## config.mk

```make
export PLATFORM = sky130hd
export DESIGN_NAME = reduce_gate_pipe
export DESIGN_NICKNAME = d
export VERILOG_FILES = /design/src/rtl/reduce_gate_pipe.sv
export SDC_FILE = /design/constraint.sdc
export NUM_CORES = 1
export LEC_CHECK = 0
export ABC_AREA = 1
export CAP_MARGIN = 25
export CORE_MARGIN = 5
export CORE_UTILIZATION = 45
export CTS_CLUSTER_SIZE = 40
export DETAILED_ROUTE_END_ITERATION = 7
export PLACE_DENSITY_LB_ADDON = 0.3
export SKIP_CTS_REPAIR_TIMING = 1
export SYNTH_ARGS = -nofsm -noshare
export SYNTH_HDL_FRONTEND = slang
export SYNTH_SLANG_ARGS = --single-unit
export TNS_END_PERCENT = 30
```

## constraint.sdc

```tcl
create_clock -name clk -period 4.1 [get_ports clk]
set_input_delay 1.025 -clock clk [delete_from_list [all_inputs] [get_ports clk]]
set_output_delay 1.025 -clock clk [all_outputs]
set_load 0.1 [all_outputs]
```

## src/rtl/reduce_gate_pipe.sv

```systemverilog
// Pipelined multi-channel reduction gate: one opcode per transaction selects
// AND/NAND/OR/NOR/XOR/XNOR/BUF/NOT over the masked inputs of every channel.
module reduce_gate_pipe #(
  parameter int WIDTH    = 5,
  parameter int CHANNELS = 6,
  parameter int STAGES   = 2
) (
  input  logic                         clk,
  input  logic                         rst_n,
  input  logic                         in_valid,
  output logic                         in_ready,
  input  logic [CHANNELS*WIDTH-1:0]    in_data,
  input  logic [CHANNELS*WIDTH-1:0]    in_mask,
  input  logic [2:0]                   in_op,
  output logic                         out_valid,
  input  logic                         out_ready,
  output logic [CHANNELS-1:0]          out_data,
  output logic [2:0]                   out_op,
  output logic                         busy
);

  typedef enum logic [2:0] {
    OP_AND  = 3'd0,
    OP_NAND = 3'd1,
    OP_OR   = 3'd2,
    OP_NOR  = 3'd3,
    OP_XOR  = 3'd4,
    OP_XNOR = 3'd5,
    OP_BUF  = 3'd6,
    OP_NOT  = 3'd7
  } op_e;

  logic [CHANNELS-1:0] w_res;

  // Masked-out bits are forced to the identity of each reduction, so an X or Z
  // sitting on a masked input never reaches the result.
  for (genvar c = 0; c < CHANNELS; c++) begin : g_ch
    logic [WIDTH-1:0] w_d;
    logic [WIDTH-1:0] w_m;
    logic             w_and;
    logic             w_or;
    logic             w_xor;
    logic             w_b0;
    logic             w_bit;

    assign w_d   = in_data[c*WIDTH +: WIDTH];
    assign w_m   = in_mask[c*WIDTH +: WIDTH];
    assign w_and = &(w_d | ~w_m);
    assign w_or  = |(w_d & w_m);
    assign w_xor = ^(w_d & w_m);
    // XOR with 0 turns a floating Z into X, matching the gate-table behaviour.
    assign w_b0  = w_d[0] ^ 1'b0;

    always_comb begin
      w_bit = 1'b0;
      case (op_e'(in_op))
        OP_AND:  w_bit = w_and;
        OP_NAND: w_bit = ~w_and;
        OP_OR:   w_bit = w_or;
        OP_NOR:  w_bit = ~w_or;
        OP_XOR:  w_bit = w_xor;
        OP_XNOR: w_bit = ~w_xor;
        OP_BUF:  w_bit = w_b0;
        OP_NOT:  w_bit = ~w_b0;
        default: w_bit = 1'b0;
      endcase
    end

    assign w_res[c] = w_bit;
  end

  logic [STAGES-1:0]   r_valid;
  logic [CHANNELS-1:0] r_res [STAGES];
  logic [2:0]          r_op  [STAGES];
  logic [STAGES-1:0]   w_adv;
  logic [STAGES-1:0]   w_load;
  logic [CHANNELS-1:0] w_nres [STAGES];
  logic [2:0]          w_nop  [STAGES];
  logic                w_accept;

  // Handshake: a beat moves on a port when valid and ready are both high at
  // posedge clk; out_valid/out_data/out_op stay frozen while out_ready is low.
  // A stage moves forward when any stage downstream of it is empty (the chain
  // between closes up) or when the whole tail is full and out_ready is high.
  always_comb begin : adv_calc
    logic w_hole;
    w_hole = 1'b0;
    w_adv  = '0;
    for (int k = STAGES - 1; k >= 0; k--) begin
      w_adv[k] = r_valid[k] & (out_ready | w_hole);
      w_hole   = w_hole | ~r_valid[k];
    end
  end

  assign in_ready = ~r_valid[0] | w_adv[0];
  assign w_accept = in_valid & in_ready;

  always_comb begin
    w_load    = '0;
    w_load[0] = w_accept;
    w_nres[0] = w_res;
    w_nop[0]  = in_op;
    for (int k = 1; k < STAGES; k++) begin
      w_load[k] = w_adv[k-1];
      w_nres[k] = r_res[k-1];
      w_nop[k]  = r_op[k-1];
    end
  end

  always_ff @(posedge clk) begin
    if (!rst_n) begin
      r_valid <= '0;
      for (int k = 0; k < STAGES; k++) begin
        r_res[k] <= '0;
        r_op[k]  <= '0;
      end
    end else begin
      for (int k = 0; k < STAGES; k++) begin
        if (w_load[k]) begin
          r_valid[k] <= 1'b1;
          r_res[k]   <= w_nres[k];
          r_op[k]    <= w_nop[k];
        end else if (w_adv[k]) begin
          r_valid[k] <= 1'b0;
        end
      end
    end
  end

  assign out_valid = r_valid[STAGES-1];
  assign out_data  = r_res[STAGES-1];
  assign out_op    = r_op[STAGES-1];
  assign busy      = |r_valid;

endmodule

```

==> load_flow_metrics.sql <==
INSERT INTO impl_metrics (metric_group, metric, value, unit) VALUES
('run_status', 'result_of_the_run', 'finished clean', ''),
('drt', 'via_density_per_instance', '4.850', ''),
('yosys', 'synth_nets', '417', ''),
('clock_tree', 'htree_num_levels', '1', ''),
('clock_tree', 'cts_max_path_buffers', '2', ''),
('die', 'chipWidth', '77.90', 'um'),
('worst_setup_path', 'criticalPathCategory', 'in -> out', ''),
('grt', 'global_route_wire_length_before_repair', '8.024', 'mm'),
('yosys', 'yosys.cell_types.count', '20', ''),
('worst_setup_path', 'cp-startpoint', 'out_ready', ''),
('grt', 'grt_util_all_layers', '0.1547', ''),
('drt', 'finalWirelength', '4.752', 'mm'),
('die', 'core_region_area', '4414', 'sq um'),
('clock_tree', 'clk_root_buffer_cell', 'sky130_fd_sc_hd__clkbuf_8', ''),
('flow_run', 'cap_violations', '0', ''),
('placed_design', 'gpl.final_weighted_congestion', '0.8130', ''),
('timing', 'worst_slew_margin_rel', '0.3561', ''),
('timing', 'timing.final.crit_share', '0.7116', ''),
('worst_setup_path', 'crit_arrival', '1890', 'ps'),
('die', 'die_area', '6068', 'sq um'),
('timing', 'rsz_0062_raised_after_global_routing', 'false', ''),
('power_and_ir_drop', 'p_per_area', '232.9', 'nW/um^2'),
('yosys', 'post_synth.cell_area_avg', '6.138', 'sq um'),
('yosys', 'synthesis.yosys.warnings', '0', ''),
('grt', 'grt.overflow.total', '0', ''),
('clock_tree', 'cts.sinks', '20', ''),
('yosys', 'synth_top_cell_area_share', '0.2606', ''),
('yosys', 'synth_async_sr_flop_share', '0', ''),
('yosys', 'synth.top_cells.by_area', 'sky130_fd_sc_hd__edfxtp_1 26%, sky130_fd_sc_hd__nand2_1 19%, sky130_fd_sc_hd__nand3_1 11%', ''),
('cells_and_area', 'finalNetCount', '489', ''),
('worst_setup_path', 'cp_data_required_time', '3070', 'ps'),
('die', 'floorplan.initialDensity', '0.4700', ''),
('timing', 'layout_min_cycle_time', '2918', 'ps'),
('timing', 'fin_tns_setup', '0', 'ps'),
('die', 'boundaryPins', '79', ''),
('worst_setup_path', 'worst-path-max-fanout', '3', ''),
('yosys', 'number_of_standard_cells_after_synthesis', '338', ''),
('yosys', 'ys_dominant_reg_cell', 'sky130_fd_sc_hd__edfxtp_1', ''),
('die', 'rows', '24', ''),
('yosys', 'yosysTopAreaCell', 'sky130_fd_sc_hd__edfxtp_1', ''),
('worst_setup_path', 'r2r_start', 'r_valid[1]', ''),
('hold_path', 'timing.hold.worst.class', 'reg -> reg', ''),
('yosys', 'summed_instance_area_of_the_synthesized_netlist', '2074', 'sq um'),
('worst_setup_path', 'critPathLaunchType', 'input port', ''),
('power_and_ir_drop', 'max-vdd-ir-drop', '0.0001117', 'V'),
('yosys', 'ys_seq_elements', '20', ''),
('worst_setup_path', 'timing.reg2reg.worst_path_depth', '5', ''),
('cells_and_area', 'final_util', '0.6531', ''),
('grt', 'grt_max_degree', '13', ''),
('timing', 'finalHoldViolCount', '0', ''),
('cells_and_area', 'antenna_cells_inserted', '0', ''),
('timing', 'final.setup_skew', '1.865', 'ps'),
('clock_tree', 'tritoncts.num_buffers', '3', ''),
('yosys', 'synth_edf_count', '18', ''),
('worst_setup_path', 'cp.buffers_inverters', '3', ''),
('power_and_ir_drop', 'cellLeakagePower', '1.435', 'nW'),
('grt', 'via_count_of_the_first_global_routing_pass', '2067', ''),
('worst_setup_path', 'critPathMaxStageDelay', '450', 'ps'),
('timing', 'setup_viol_count_final', '0', ''),
('yosys', 'share_of_synthesized_area_occupied_by_flip_flops_and_latches', '0.2799', ''),
('clock_tree', 'clock_latency_late_sink', '250', 'ps'),
('drt', 'final_antenna_net_count', '0', ''),
('worst_setup_path', 'rrSetupSlack', '2710', 'ps'),
('cells_and_area', 'area.growth.synth_to_final', '38.96', '%'),
('worst_setup_path', 'crit_slowest_cell', 'sky130_fd_sc_hd__clkdlybuf4s50_1', ''),
('drt', 'drt-wirelength-per-cell', '10.31', 'um'),
('placed_design', 'place_area', '2838', 'sq um'),
('clock_tree', 'clk_slew_on_worst_s_h_paths', '70', 'ps'),
('placed_design', 'port_buffers', '78', ''),
('die', 'die_ht', '77.90', 'um'),
('clock_tree', 'tritoncts', 'done', '');
[worst register-to-register path, stage by stage, from the launching register on]
cell and delay (ps):
sky130_fd_sc_hd__dfxtp_1 340, sky130_fd_sc_hd__nand3_2 90, sky130_fd_sc_hd__nand2_1 90, sky130_fd_sc_hd__a21oi_2 360, sky130_fd_sc_hd__o21ai_0 160, sky130_fd_sc_hd__a21oi_1 190
[worst min-delay path by stage]
stage / startpoint / endpoint / slack [ps] / depth (start not counted)
final: r_valid[0] / r_valid[0] / 520 / 2
after detailed placement: r_valid[0] / r_valid[0] / 520 / 2
after floorplan: r_op[0][2] / r_op[0][5] / 520 / 2
after global routing: r_valid[0] / r_valid[0] / 560 / 2
after CTS: r_valid[0] / r_valid[0] / 530 / 2
after global placement: r_valid[0] / r_valid[0] / 510 / 2
[final cells by class]
class                           count  area, sq um
Inverter                           66        247.7
Multi-Input combinational cell    241         1166
Clock buffer                        3        41.29
Timing Repair Buffer               78        778.2
Tap cell                           52        65.06
Clock inverter                      1        3.754
Fill cell                         410         1531
Sequential cell                    20        580.6
[routing by layer]
layer	wire length (um)	global-route usage	vias up
li1	-	-	1210
met5	0	0	-
met4	45	0.04392	0
met2	2457	0.2988	59
met1	1945	0.1706	961
met3	303	0.02662	6
[stage by stage]
stage / setup slack (ps) / instances
2_1_floorplan: 1435 / 338
3_3_place_gp: 1180 / 457
3_5_place_dp: 1184 / 457
4_1_cts: 1176 / 461
5_1_grt: 1140 / 461
6_report: 1182 / 461
[synth_stat cells, types with 3 or more instances]
library cell	n
sky130_fd_sc_hd__o21ai_0	21
sky130_fd_sc_hd__buf_4	10
sky130_fd_sc_hd__inv_1	62
sky130_fd_sc_hd__nand4_1	3
sky130_fd_sc_hd__nand3_1	47
sky130_fd_sc_hd__inv_2	4
sky130_fd_sc_hd__o21bai_1	3
sky130_fd_sc_hd__nand2_1	105
sky130_fd_sc_hd__edfxtp_1	18
sky130_fd_sc_hd__o211ai_1	3
sky130_fd_sc_hd__ha_1	12
sky130_fd_sc_hd__nor2_1	36
sky130_fd_sc_hd__a21oi_1	5
[report_power, final]
part / total [mW] / internal (mW) / switching [mW]
sequential: 0.246 / 0.242 / 0.00468
combinational: 0.300 / 0.122 / 0.178
clock: 0.125 / 0.0665 / 0.0584
total: 0.671 / 0.430 / 0.241
[registers in the layout (all words and copies together) (netlist names)]
register and cells:
r_op 6, r_res 12, r_valid 2
[cell families (layout without fill, tap and decap cells)]
| logic type | after synthesis | after routing | synth area share |
|---|---|---|---|
| compound gates | 33 | 33 | 0.08866 |
| flops | 20 | 20 | 0.2799 |
| buf+inv | 77 | 148 | 0.1580 |
| fa+ha+maj | 12 | 12 | 0.07237 |
| simple gates | 196 | 196 | 0.4011 |
[placed cells by master, fill, tap and decap left out]
master / synthesis / routed
sky130_fd_sc_hd__a21oi_2: 1 / 1
sky130_fd_sc_hd__dfxtp_1: 2 / 2
sky130_fd_sc_hd__nor2_2: 1 / 1
sky130_fd_sc_hd__nand3_1: 47 / 47
sky130_fd_sc_hd__o211ai_1: 3 / 3
sky130_fd_sc_hd__a21oi_1: 5 / 5
sky130_fd_sc_hd__clkdlybuf4s50_1: 0 / 77
sky130_fd_sc_hd__nand4_1: 3 / 3
sky130_fd_sc_hd__clkbuf_8: 0 / 3
sky130_fd_sc_hd__inv_1: 62 / 62
sky130_fd_sc_hd__nor3_4: 1 / 1
sky130_fd_sc_hd__ha_1: 12 / 12
sky130_fd_sc_hd__inv_2: 4 / 4
sky130_fd_sc_hd__buf_4: 10 / 1
sky130_fd_sc_hd__nor2_1: 36 / 36
sky130_fd_sc_hd__or2_2: 1 / 1
sky130_fd_sc_hd__o21bai_1: 3 / 3
sky130_fd_sc_hd__nand3_2: 2 / 2
sky130_fd_sc_hd__o21ai_0: 21 / 21
sky130_fd_sc_hd__nand2_1: 105 / 105
sky130_fd_sc_hd__clkinv_1: 0 / 1
sky130_fd_sc_hd__edfxtp_1: 18 / 18
Note: power is estimated with default switching activity, not from simulation.
